$ cat config.mk
export PLATFORM = sky130hd
export DESIGN_NAME = project_blastn_memory_access_mc_flat
export DESIGN_NICKNAME = d
export VERILOG_FILES = /design/src/rtl/project_blastn_memory_access_mc_if.sv /design/src/rtl/project_blastn_memory_access_mc.sv /design/src/flat_wrapper.sv
export SDC_FILE = /design/constraint.sdc
export NUM_CORES = 1
export LEC_CHECK = 0
export CORE_AREA = 2 2 334 336
export DETAILED_ROUTE_END_ITERATION = 8
export DIE_AREA = 0 0 336 338
export MAX_ROUTING_LAYER = met4
export PLACE_DENSITY = 0.36
export SYNTH_ARGS = -nofsm -noshare
export SYNTH_HDL_FRONTEND = slang
export SYNTH_SLANG_ARGS = --single-unit
export TNS_END_PERCENT = 1
$ cat constraint.sdc
create_clock -name clk -period 3.4 [get_ports clk]
set_input_delay 1.02 -clock clk [delete_from_list [all_inputs] [get_ports clk]]
set_output_delay 1.02 -clock clk [all_outputs]
set_load 0.05 [all_outputs]
$ cat src/rtl/project_blastn_memory_access_mc_if.sv
// Memory-access bus for project_blastn_memory_access_mc: the memory message
// types, plus the UGPE write channels, the sequence-reader read port, the
// 4B memory port and the completion strobe.
// The master modport is the access unit and the slave modport is its environment.
package project_blastn_memory_access_mc_pkg;
   localparam logic [2:0] MEM_TYPE_READ  = 3'd0;
   localparam logic [2:0] MEM_TYPE_WRITE = 3'd1;

   typedef struct packed {
      logic [2:0]  msg_type;
      logic [7:0]  opaque;
      logic [31:0] addr;
      logic [1:0]  len;
      logic [31:0] data;
   } mem_req_4B_t;

   typedef struct packed {
      logic [2:0]  msg_type;
      logic [7:0]  opaque;
      logic [1:0]  len;
      logic [31:0] data;
   } mem_resp_4B_t;
endpackage

interface project_blastn_memory_access_mc_if #(
   parameter int unsigned p_num_ugpe   = 4,
   parameter int unsigned p_num_fields = 4,
   parameter int unsigned p_field_bits = 8
) ();
   localparam int unsigned W  = p_num_fields * (32 + p_field_bits);
   localparam int unsigned CW = (p_num_ugpe > 1) ? $clog2(p_num_ugpe) : 1;

   logic [p_num_ugpe*W-1:0] ugpe_istream_msg;
   logic [p_num_ugpe-1:0]   ugpe_istream_val;
   logic [p_num_ugpe-1:0]   ugpe_istream_rdy;

   logic [31:0] sr_req_istream_msg;
   logic        sr_req_istream_val;
   logic        sr_req_istream_rdy;

   logic [31:0] sr_resp_istream_msg;
   logic        sr_resp_istream_val;
   logic        sr_resp_istream_rdy;

   project_blastn_memory_access_mc_pkg::mem_req_4B_t  mem_reqstream_msg;
   logic                                              mem_reqstream_val;
   logic                                              mem_reqstream_rdy;

   project_blastn_memory_access_mc_pkg::mem_resp_4B_t mem_respstream_msg;
   logic                                              mem_respstream_val;
   logic                                              mem_respstream_rdy;

   logic          done;
   logic [CW-1:0] done_chan;

   modport master (
      input  ugpe_istream_msg, ugpe_istream_val,
      output ugpe_istream_rdy,
      input  sr_req_istream_msg, sr_req_istream_val,
      output sr_req_istream_rdy,
      output sr_resp_istream_msg, sr_resp_istream_val,
      input  sr_resp_istream_rdy,
      output mem_reqstream_msg, mem_reqstream_val,
      input  mem_reqstream_rdy,
      input  mem_respstream_msg, mem_respstream_val,
      output mem_respstream_rdy,
      output done, done_chan
   );

   modport slave (
      output ugpe_istream_msg, ugpe_istream_val,
      input  ugpe_istream_rdy,
      output sr_req_istream_msg, sr_req_istream_val,
      input  sr_req_istream_rdy,
      input  sr_resp_istream_msg, sr_resp_istream_val,
      output sr_resp_istream_rdy,
      input  mem_reqstream_msg, mem_reqstream_val,
      output mem_reqstream_rdy,
      output mem_respstream_msg, mem_respstream_val,
      input  mem_respstream_rdy,
      input  done, done_chan
   );
endinterface

$ cat src/rtl/project_blastn_memory_access_mc.sv
// BLASTN memory access unit: arbitrates a sequence-reader read port and
// p_num_ugpe UGPE result channels onto one 4B memory port. Each UGPE record
// is scattered as p_num_fields back-to-back word writes.
// Define PROJECT_BLASTN_MEMACC_RR_EN for round-robin UGPE arbitration;
// the default build uses fixed priority (lowest channel index wins).
module project_blastn_memory_access_mc
   import project_blastn_memory_access_mc_pkg::*;
#(
   parameter int unsigned p_num_ugpe   = 4,
   parameter int unsigned p_num_fields = 4,
   parameter int unsigned p_field_bits = 8
) (
   input logic clk,
   input logic reset,
   project_blastn_memory_access_mc_if.master bus
);
   localparam int unsigned W  = p_num_fields * (32 + p_field_bits);
   localparam int unsigned CW = (p_num_ugpe > 1) ? $clog2(p_num_ugpe) : 1;
   localparam int unsigned NW = $clog2(p_num_fields + 1);

   typedef enum logic [2:0] {IDLE, READ, RWAIT, SEND, WRITE, WDRAIN} state_t;

   state_t                state, state_next;
   logic [31:0]           rd_addr, rd_data;
   logic [W-1:0]          rec;
   logic [CW-1:0]         chan;
   logic [NW-1:0]         issue_cnt, resp_cnt;
   logic                  take_read, take_ugpe;
   logic                  q_full, deq_rdy, deq_fire;
   logic [31:0]           q_data;
   logic                  grant_any;
   logic [CW-1:0]         grant_idx;
   logic [p_num_ugpe-1:0] grant_onehot;
   logic [W-1:0]          grant_rec;
   logic [31:0]           field_addr, field_data;

   // 1-entry pipe queue: may accept while being drained, never bypasses
   assign bus.mem_respstream_rdy = !q_full || deq_rdy;
   assign deq_fire = q_full && deq_rdy;

   // Response queue storage
   always_ff @(posedge clk) begin
      if (reset) begin
         q_full <= 1'b0;
         q_data <= '0;
      end else if (bus.mem_respstream_val && bus.mem_respstream_rdy) begin
         q_full <= 1'b1;
         q_data <= bus.mem_respstream_msg.data;
      end else if (deq_fire) begin
         q_full <= 1'b0;
      end
   end

`ifdef PROJECT_BLASTN_MEMACC_RR_EN
   logic [CW-1:0] last;

   // Last-granted pointer; reset value makes channel 0 the first searched
   always_ff @(posedge clk) begin
      if (reset) last <= CW'(p_num_ugpe - 1);
      else if (take_ugpe) last <= grant_idx;
   end
`endif

   // UGPE channel selection and the selected record
   always_comb begin
      grant_any    = 1'b0;
      grant_idx    = '0;
      grant_onehot = '0;
      grant_rec    = '0;
`ifdef PROJECT_BLASTN_MEMACC_RR_EN
      for (int unsigned k = 1; k <= p_num_ugpe; k++)
         for (int unsigned c = 0; c < p_num_ugpe; c++)
            if (!grant_any && bus.ugpe_istream_val[c] &&
                ((32'(last) + k) % p_num_ugpe) == c) begin
               grant_any = 1'b1;
               grant_idx = CW'(c);
            end
`else
      for (int unsigned c = 0; c < p_num_ugpe; c++)
         if (!grant_any && bus.ugpe_istream_val[c]) begin
            grant_any = 1'b1;
            grant_idx = CW'(c);
         end
`endif
      for (int unsigned c = 0; c < p_num_ugpe; c++)
         if (grant_idx == CW'(c)) begin
            grant_onehot[c] = grant_any;
            grant_rec       = bus.ugpe_istream_msg[c*W +: W];
         end
   end

   // Address and zero-extended data of the field currently being issued
   always_comb begin
      field_addr = '0;
      field_data = '0;
      for (int unsigned i = 0; i < p_num_fields; i++)
         if (issue_cnt == NW'(i)) begin
            field_addr = rec[p_num_fields*p_field_bits + 32*i +: 32];
            field_data = 32'(rec[i*p_field_bits +: p_field_bits]);
         end
   end

   // FSM state register
   always_ff @(posedge clk) begin
      if (reset) state <= IDLE;
      else       state <= state_next;
   end

   // FSM next state and all handshake outputs
   always_comb begin
      state_next              = state;
      take_read               = 1'b0;
      take_ugpe               = 1'b0;
      deq_rdy                 = 1'b0;
      bus.sr_req_istream_rdy  = 1'b0;
      bus.ugpe_istream_rdy    = '0;
      bus.sr_resp_istream_val = 1'b0;
      bus.sr_resp_istream_msg = '0;
      bus.mem_reqstream_val   = 1'b0;
      bus.mem_reqstream_msg   = '0;
      bus.done                = 1'b0;
      bus.done_chan           = '0;
      case (state)
         IDLE: if (!reset) begin
            if (bus.sr_req_istream_val) begin
               bus.sr_req_istream_rdy = 1'b1;
               take_read              = 1'b1;
               state_next             = READ;
            end else if (grant_any) begin
               bus.ugpe_istream_rdy = grant_onehot;
               take_ugpe            = 1'b1;
               state_next           = WRITE;
            end
         end
         READ: begin
            bus.mem_reqstream_val          = 1'b1;
            bus.mem_reqstream_msg.msg_type = MEM_TYPE_READ;
            bus.mem_reqstream_msg.addr     = rd_addr;
            if (bus.mem_reqstream_rdy) state_next = RWAIT;
         end
         RWAIT: begin
            deq_rdy = 1'b1;
            if (q_full) state_next = SEND;
         end
         SEND: begin
            bus.sr_resp_istream_val = 1'b1;
            bus.sr_resp_istream_msg = rd_data;
            if (bus.sr_resp_istream_rdy) state_next = IDLE;
         end
         WRITE: begin
            deq_rdy                        = 1'b1;
            bus.mem_reqstream_val          = 1'b1;
            bus.mem_reqstream_msg.msg_type = MEM_TYPE_WRITE;
            bus.mem_reqstream_msg.opaque   = 8'(issue_cnt);
            bus.mem_reqstream_msg.addr     = field_addr;
            bus.mem_reqstream_msg.data     = field_data;
            if (bus.mem_reqstream_rdy && issue_cnt == NW'(p_num_fields - 1))
               state_next = WDRAIN;
         end
         WDRAIN: begin
            deq_rdy = 1'b1;
            if (deq_fire && resp_cnt == NW'(p_num_fields - 1)) begin
               bus.done      = 1'b1;
               bus.done_chan = chan;
               state_next    = IDLE;
            end
         end
         default: state_next = IDLE;
      endcase
   end

   // Transaction datapath: latched request, read data and field counters
   always_ff @(posedge clk) begin
      if (reset) begin
         rd_addr   <= '0;
         rd_data   <= '0;
         rec       <= '0;
         chan      <= '0;
         issue_cnt <= '0;
         resp_cnt  <= '0;
      end else begin
         if (take_read) rd_addr <= bus.sr_req_istream_msg;
         if (state == RWAIT && deq_fire) rd_data <= q_data;
         if (take_ugpe) begin
            rec       <= grant_rec;
            chan      <= grant_idx;
            issue_cnt <= '0;
            resp_cnt  <= '0;
         end else begin
            if (state == WRITE && bus.mem_reqstream_rdy) issue_cnt <= issue_cnt + 1'b1;
            if ((state == WRITE || state == WDRAIN) && deq_fire) resp_cnt <= resp_cnt + 1'b1;
         end
      end
   end
endmodule

$ cat src/flat_wrapper.sv
// flat-port wrapper written by rule: the top's interface ports become plain ports
module project_blastn_memory_access_mc_flat import project_blastn_memory_access_mc_pkg::*;
#(
   parameter int unsigned p_num_ugpe   = 4,
   parameter int unsigned p_num_fields = 4,
   parameter int unsigned p_field_bits = 8
)
  (clk, reset, bus_ugpe_istream_msg, bus_ugpe_istream_val, bus_ugpe_istream_rdy, bus_sr_req_istream_msg, bus_sr_req_istream_val, bus_sr_req_istream_rdy, bus_sr_resp_istream_msg, bus_sr_resp_istream_val, bus_sr_resp_istream_rdy, bus_mem_reqstream_msg, bus_mem_reqstream_val, bus_mem_reqstream_rdy, bus_mem_respstream_msg, bus_mem_respstream_val, bus_mem_respstream_rdy, bus_done, bus_done_chan);
  project_blastn_memory_access_mc_if #(.p_num_ugpe(p_num_ugpe), .p_num_fields(p_num_fields), .p_field_bits(p_field_bits)) bus_i ();
  input logic clk;
  input logic reset;
  input wire logic [$bits(bus_i.ugpe_istream_msg)-1:0] bus_ugpe_istream_msg;
  input wire logic [$bits(bus_i.ugpe_istream_val)-1:0] bus_ugpe_istream_val;
  output wire logic [$bits(bus_i.ugpe_istream_rdy)-1:0] bus_ugpe_istream_rdy;
  input wire logic [$bits(bus_i.sr_req_istream_msg)-1:0] bus_sr_req_istream_msg;
  input wire logic [$bits(bus_i.sr_req_istream_val)-1:0] bus_sr_req_istream_val;
  output wire logic [$bits(bus_i.sr_req_istream_rdy)-1:0] bus_sr_req_istream_rdy;
  output wire logic [$bits(bus_i.sr_resp_istream_msg)-1:0] bus_sr_resp_istream_msg;
  output wire logic [$bits(bus_i.sr_resp_istream_val)-1:0] bus_sr_resp_istream_val;
  input wire logic [$bits(bus_i.sr_resp_istream_rdy)-1:0] bus_sr_resp_istream_rdy;
  output wire logic [$bits(bus_i.mem_reqstream_msg)-1:0] bus_mem_reqstream_msg;
  output wire logic [$bits(bus_i.mem_reqstream_val)-1:0] bus_mem_reqstream_val;
  input wire logic [$bits(bus_i.mem_reqstream_rdy)-1:0] bus_mem_reqstream_rdy;
  input wire logic [$bits(bus_i.mem_respstream_msg)-1:0] bus_mem_respstream_msg;
  input wire logic [$bits(bus_i.mem_respstream_val)-1:0] bus_mem_respstream_val;
  output wire logic [$bits(bus_i.mem_respstream_rdy)-1:0] bus_mem_respstream_rdy;
  output wire logic [$bits(bus_i.done)-1:0] bus_done;
  output wire logic [$bits(bus_i.done_chan)-1:0] bus_done_chan;
  assign bus_i.ugpe_istream_msg = bus_ugpe_istream_msg;
  assign bus_i.ugpe_istream_val = bus_ugpe_istream_val;
  assign bus_ugpe_istream_rdy = bus_i.ugpe_istream_rdy;
  assign bus_i.sr_req_istream_msg = bus_sr_req_istream_msg;
  assign bus_i.sr_req_istream_val = bus_sr_req_istream_val;
  assign bus_sr_req_istream_rdy = bus_i.sr_req_istream_rdy;
  assign bus_sr_resp_istream_msg = bus_i.sr_resp_istream_msg;
  assign bus_sr_resp_istream_val = bus_i.sr_resp_istream_val;
  assign bus_i.sr_resp_istream_rdy = bus_sr_resp_istream_rdy;
  assign bus_mem_reqstream_msg = bus_i.mem_reqstream_msg;
  assign bus_mem_reqstream_val = bus_i.mem_reqstream_val;
  assign bus_i.mem_reqstream_rdy = bus_mem_reqstream_rdy;
  assign bus_i.mem_respstream_msg = bus_mem_respstream_msg;
  assign bus_i.mem_respstream_val = bus_mem_respstream_val;
  assign bus_mem_respstream_rdy = bus_i.mem_respstream_rdy;
  assign bus_done = bus_i.done;
  assign bus_done_chan = bus_i.done_chan;
  project_blastn_memory_access_mc #(.p_num_ugpe(p_num_ugpe), .p_num_fields(p_num_fields), .p_field_bits(p_field_bits)) u_core (.clk(clk), .reset(reset), .bus(bus_i));
endmodule
=== Word level (Yosys, flattened, before mapping) ===
Index checks and enable logic that the tools add are counted.

* Add/subtract/negate cells: 2
* $mul: 0
* Divide/modulo/power cells: 0
* Magnitude comparators: 0
* Eq/ne operators: 18
* Shift operators: 0
* Multiplexer cells: 56
* Bitwise gates (word level): 0
* Reduce and logical (&&, ||, !) cells: 24

{| class="wikitable"
|+ Operators with widths
! cell !! count
|-
| 160-bit 2-to-1 mux || 4
|-
| 32-bit 2-to-1 mux || 5
|-
| 32-bit one-hot mux with 2 select lines || 1
|-
| 8-bit 2-to-1 mux || 5
|-
| 1-bit 2-to-1 mux || 24
|-
| 3-bit 2-to-1 mux || 8
|-
| 3-bit one-hot mux with 6 select lines || 1
|-
| 4-bit 2-to-1 mux || 4
|-
| 3-bit by 2-bit == test with 1-bit output (second input constant) || 5
|-
| 1-bit logical AND || 10
|-
| 2-bit 2-to-1 mux || 4
|-
| 3-bit by 1-bit adder with 3-bit output (second input constant) || 2
|-
| 3-bit by 1-bit == test with 1-bit output (second input constant) || 2
|-
| 3-bit == test (second input constant) || 2
|-
| 3-bit zero test || 2
|-
| 2-bit by 1-bit != test with 1-bit output (second input constant) || 3
|-
| 6-bit AND reduction || 1
|-
| 2-bit == test (second input constant) || 2
|-
| 1-bit zero test || 4
|-
| 2-bit != test (second input constant) || 2
|-
| 2-bit OR reduction || 2
|-
| 3-bit by 2-bit != test with 1-bit output (second input constant) || 1
|-
| 3-bit OR reduction || 1
|-
| 2-bit by 1-bit == test with 1-bit output (second input constant) || 1
|-
| 3 further kinds || 4
|}

* Register bits after elaboration: 268
* Latch bits: 0
* Memory bits (writable): 0
* Memory bits (read-only): 0
* Word-level logic and storage cells: 109
* Memories: 0

=== Depth between registers and ports, before layout ===
* Word-level depth: 16
* Mapped depth: 9

=== Worst setup path before layout ===
OpenSTA, ideal clock, no wires.

* Path type: input to output
* From: input port bus_sr_req_istream_val
* To: output port bus_ugpe_istream_rdy[2]
* Arrival time: 2.820 ns
* Required time: 2.380 ns
* Path slack: -0.440 ns
* Stages on the path: 3
* Buffers on the path: 0
* Cells stage by stage: or4_4 -> or2_1 -> nor3_1

* Cells in the longest elaborated chain, start to end: 3

{| class="wikitable"
|+ RTL lines
! item !! line !! text
|-
| start, declared || flat_wrapper.sv:16 || <nowiki>input wire logic [$bits(bus_i.sr_req_istream_val)-1:0] bus_sr_req_istream_val;</nowiki>
|-
| 4-bit 2-to-1 mux || project_blastn_memory_access_mc.sv:125 || <nowiki>if (bus.sr_req_istream_val) begin</nowiki>
|-
| 4-bit 2-to-1 mux || project_blastn_memory_access_mc.sv:124 || <nowiki>IDLE: if (!reset) begin</nowiki>
|-
| 4-bit 2-to-1 mux || project_blastn_memory_access_mc.sv:123 || <nowiki>case (state)</nowiki>
|-
| end, declared || flat_wrapper.sv:14 || <nowiki>output wire logic [$bits(bus_i.ugpe_istream_rdy)-1:0] bus_ugpe_istream_rdy;</nowiki>
|}

No other way between the ends.

=== Worst setup path after layout ===
* From: register u_core.issue_cnt[0]
* To: output port bus_mem_reqstream_msg[34]

* Cells in the longest elaborated chain, start to end: 6

{| class="wikitable"
|+ RTL lines
! item !! line !! text
|-
| start, declared || project_blastn_memory_access_mc.sv:27 || <nowiki>logic [NW-1:0] issue_cnt, resp_cnt;</nowiki>
|-
| start signal, assigned || project_blastn_memory_access_mc.sv:190 || <nowiki>if (state == WRITE && bus.mem_reqstream_rdy) issue_cnt <= issue_cnt + 1'b1;</nowiki>
|-
| 3-bit zero test || project_blastn_memory_access_mc.sv:97 || <nowiki>if (issue_cnt == NW'(i)) begin</nowiki>
|-
| 32-bit 2-to-1 mux (3 in series) || project_blastn_memory_access_mc.sv:97 ||
|-
| 32-bit 2-to-1 mux * || project_blastn_memory_access_mc.sv:97 ||
|-
| 32-bit one-hot mux with 2 select lines * || project_blastn_memory_access_mc.sv:123 ||
|-
| end, declared || flat_wrapper.sv:21 || <nowiki>output wire logic [$bits(bus_i.mem_reqstream_msg)-1:0] bus_mem_reqstream_msg;</nowiki>
|}

Every way passes the cells marked *; elsewhere a longest branch is shown, timed or not.

==> results.ini <==
[clocking]
cts-buffers-inserted = 40
cts.sinks = 268
cts.htree.levels = 2
cts_max_path_buffers = 3
cts_hold_buf = 0
root_buffer = clkbuf_16
clock_latency_ns = 0.57
path_clk_slew_ns = 0.05
tritoncts = done

[drt]
drt_wl_total_um = 106400
met1_length_um = 46320
vias = 18610
maxUsedRoutingLayer = met4
ant_nets = 0
drc = 0
wl_met2_um = 50230
dr.pass1.iters = 7
wl_met3_um = 7960
drt_iter0_drc = 1140
wire_per_inst_um = 25.25
viasPerCell = 4.416

[worst_setup_path]
worst_path_max_delay_cell = a221o_1
crit_start = u_core.issue_cnt[0]
reg2reg_slack_ns = 1.12
rr_startpoint = u_core.state[2]
crit_buf_inv = 4
crit_required_ns = 2.38
path_delay_family = compound AO/OA/AOI/OAI gates
setup.worst_path.start_class = flop
cpPeakStageDelay_ns = 0.49
crit_path_end_kind = output port
critical_path_class = reg -> out
worstPathArrival_ns = 2.69
crit_fanout = 48
path_cells = buf_4, ha_4, buf_12, a221o_1, a32oi_2, buf_4, o21ai_4, buf_12

[sta]
fmax_mhz = 269.4
worst_slack_ns = -0.3115
period_needed_ns = 3.711
worst_pin_slew_ns = 1.174
drv_slew = 0
fin_worst_skew_ns = 0.01430
whs_ns = 0.4468
period_share_pct = 109.2
finalSetupTns_ns = -7.046
grt_setup_unrepaired = yes
slew_headroom_pct = 21.71
final_hold_viol_count = 0
setup_viol = 36

[global_routing]
grt_max_degree = 145
antenna_found_initial = 40
grt_pass1_wl_um = 143500
grt_overflow_total = 0
grtUsageTotal_pct = 18.26
grt_pass1_vias = 19000

[place]
portBuffers = 800
dp_hpwl_um = 83310
gp_congestion = 0.8450

[power]
p_leak_uw = 0.009674
vdd_drop_max_v = 0.0002780
p_total_uw = 12310
power_density_mw_per_mm2 = 433.6

[synthesis]
yosysSeqAreaShare_pct = 33.61
ys_ff_latch = 268
synth_top_area_share_pct = 33.61
synth.cell_area_mm2 = 0.01596
syn_inst = 1947
synth_area_leaders = dfxtp_1, a221o_1, a32o_1, nand2b_1, nor2b_1
yosysUniqueCellTypes = 51
ys.flop_type = dfxtp_1
postSynthAreaPerCell_um2 = 8.199
synth_top_area_cell = dfxtp_1
ys_warn_count = 0
synth_edf_count = 0
async_flop_share_pct = 0

[die]
row_count = 122
io_pins = 847
dieArea_mm2 = 0.1136
die_w_um = 336
die_h_um = 338
start_util_pct = 14.50
coreArea_mm2 = 0.1101

[finish]
final_common_cell = clkdlybuf4s50_1
area_growth_pct = 77.83
nFillCells = 11940
final_cell_mix = clkdlybuf4s50_1, dfxtp_1, nand2_1, nand2b_1, a221o_1
drive_gt1_share_pct = 12.46
final_util_pct = 25.79
final_nets = 3407

[status]
violations = setup timing
outcome = finished with violations

[worst_hold_path]
hold_class = reg -> reg
worstHoldStart = u_core.q_data[16]

[run]
drv_cap = 0

logic make-up after synthesis:
group,synth area share [%]
fa+ha+maj,0.5487
mux,0.1254
xor+xnor,0.1098
other cells,0.02349
buf+inv,7.642
flops,33.61
simple gates,28.47
compound gates,29.47
what timing repair did:
action / CTS / global route
endpoints found under the setup margin: 45 / 44
pin swaps: 12 / 29
gates resized for setup: 52 / 36
buffers inserted: 4 / 3
metrics by stage:
step | area (um2) | instances | worst slack [ns]
finish | 28390 | 4213 | -0.3115
global route | 28370 | 4208 | -0.3570
CTS | 28140 | 4181 | -0.3873
detailed placement | 26610 | 4112 | -0.5390
global placement | 26610 | 4112 | -0.5772
floorplan | 16090 | 1979 | -0.1714
synth_stat cells (2+ instances only):
master and instances:
nor2_1 14, or2_2 2, o21ai_0 30, nand3b_1 9
buf_4 43, nor3_1 163, nor2_2 2, nand2b_1 194
inv_1 8, ha_1 7, a221o_1 192, and3_1 32
buf_1 3, a311oi_1 2, or2b_1 3, o211ai_1 2
and2_1 6, nand3_1 10, buf_6 3, a32oi_1 32
or2_1 2, o21ai_1 11, nand2_1 237, clkbuf_1 159
a21oi_1 118, buf_2 45, dfxtp_1 268, a32o_1 160
nor2b_1 166, a31oi_1 2, mux2i_1 2
worst reg2reg max path: cells and delay by family (launching register included):
family | cells | cell delay (ns)
compound gates | 1 | 0.25
flops | 1 | 0.38
buf+inv | 3 | 0.59
simple gates | 3 | 1.01
flip-flops by register name, indices dropped and copies added, names as in the netlist:
signal and count:
u_core.q_full 1, u_core.issue_cnt 3, u_core.resp_cnt 3, u_core.state 3
u_core.q_data 32, u_core.rec 160, u_core.rd_addr 32, u_core.rd_data 32
u_core.chan 2
routing by layer:
layer	up-vias	GRT usage, %
met2	736	29.53
li1	8706	-
met3	102	4.588
met5	-	-
met4	0	4.084
met1	9062	22.83
power breakdown:
part / internal (uW) / switching, uW
registers: 3570 / 338
clock network: 2450 / 1630
logic: 2040 / 2280
total: 8060 / 4250
path summary, 6_finish.rpt:
check / cells after the start / to
min: 2 / u_core.rd_data[16]
max reg2reg: 7 / u_core.rec[51]
max: 8 / bus_mem_reqstream_msg[34]
min reg2reg: 2 / u_core.rd_data[16]
cell type report:
type | instances | area (um2) | area share (%)
sequential | 268 | 5370 | 18.92
clock buffer | 56 | 1132 | 3.989
antenna | 29 | 72.57 | 0.2557
inverter | 8 | 30.03 | 0.1058
clock inverter | 9 | 108.9 | 0.3835
tap | 1488 | 1862 | 6.559
multi-input combinational | 1450 | 9917 | 34.94
timing repair buffer | 905 | 9893 | 34.85
No activity file was read; power rests on OpenSTA's default activity.
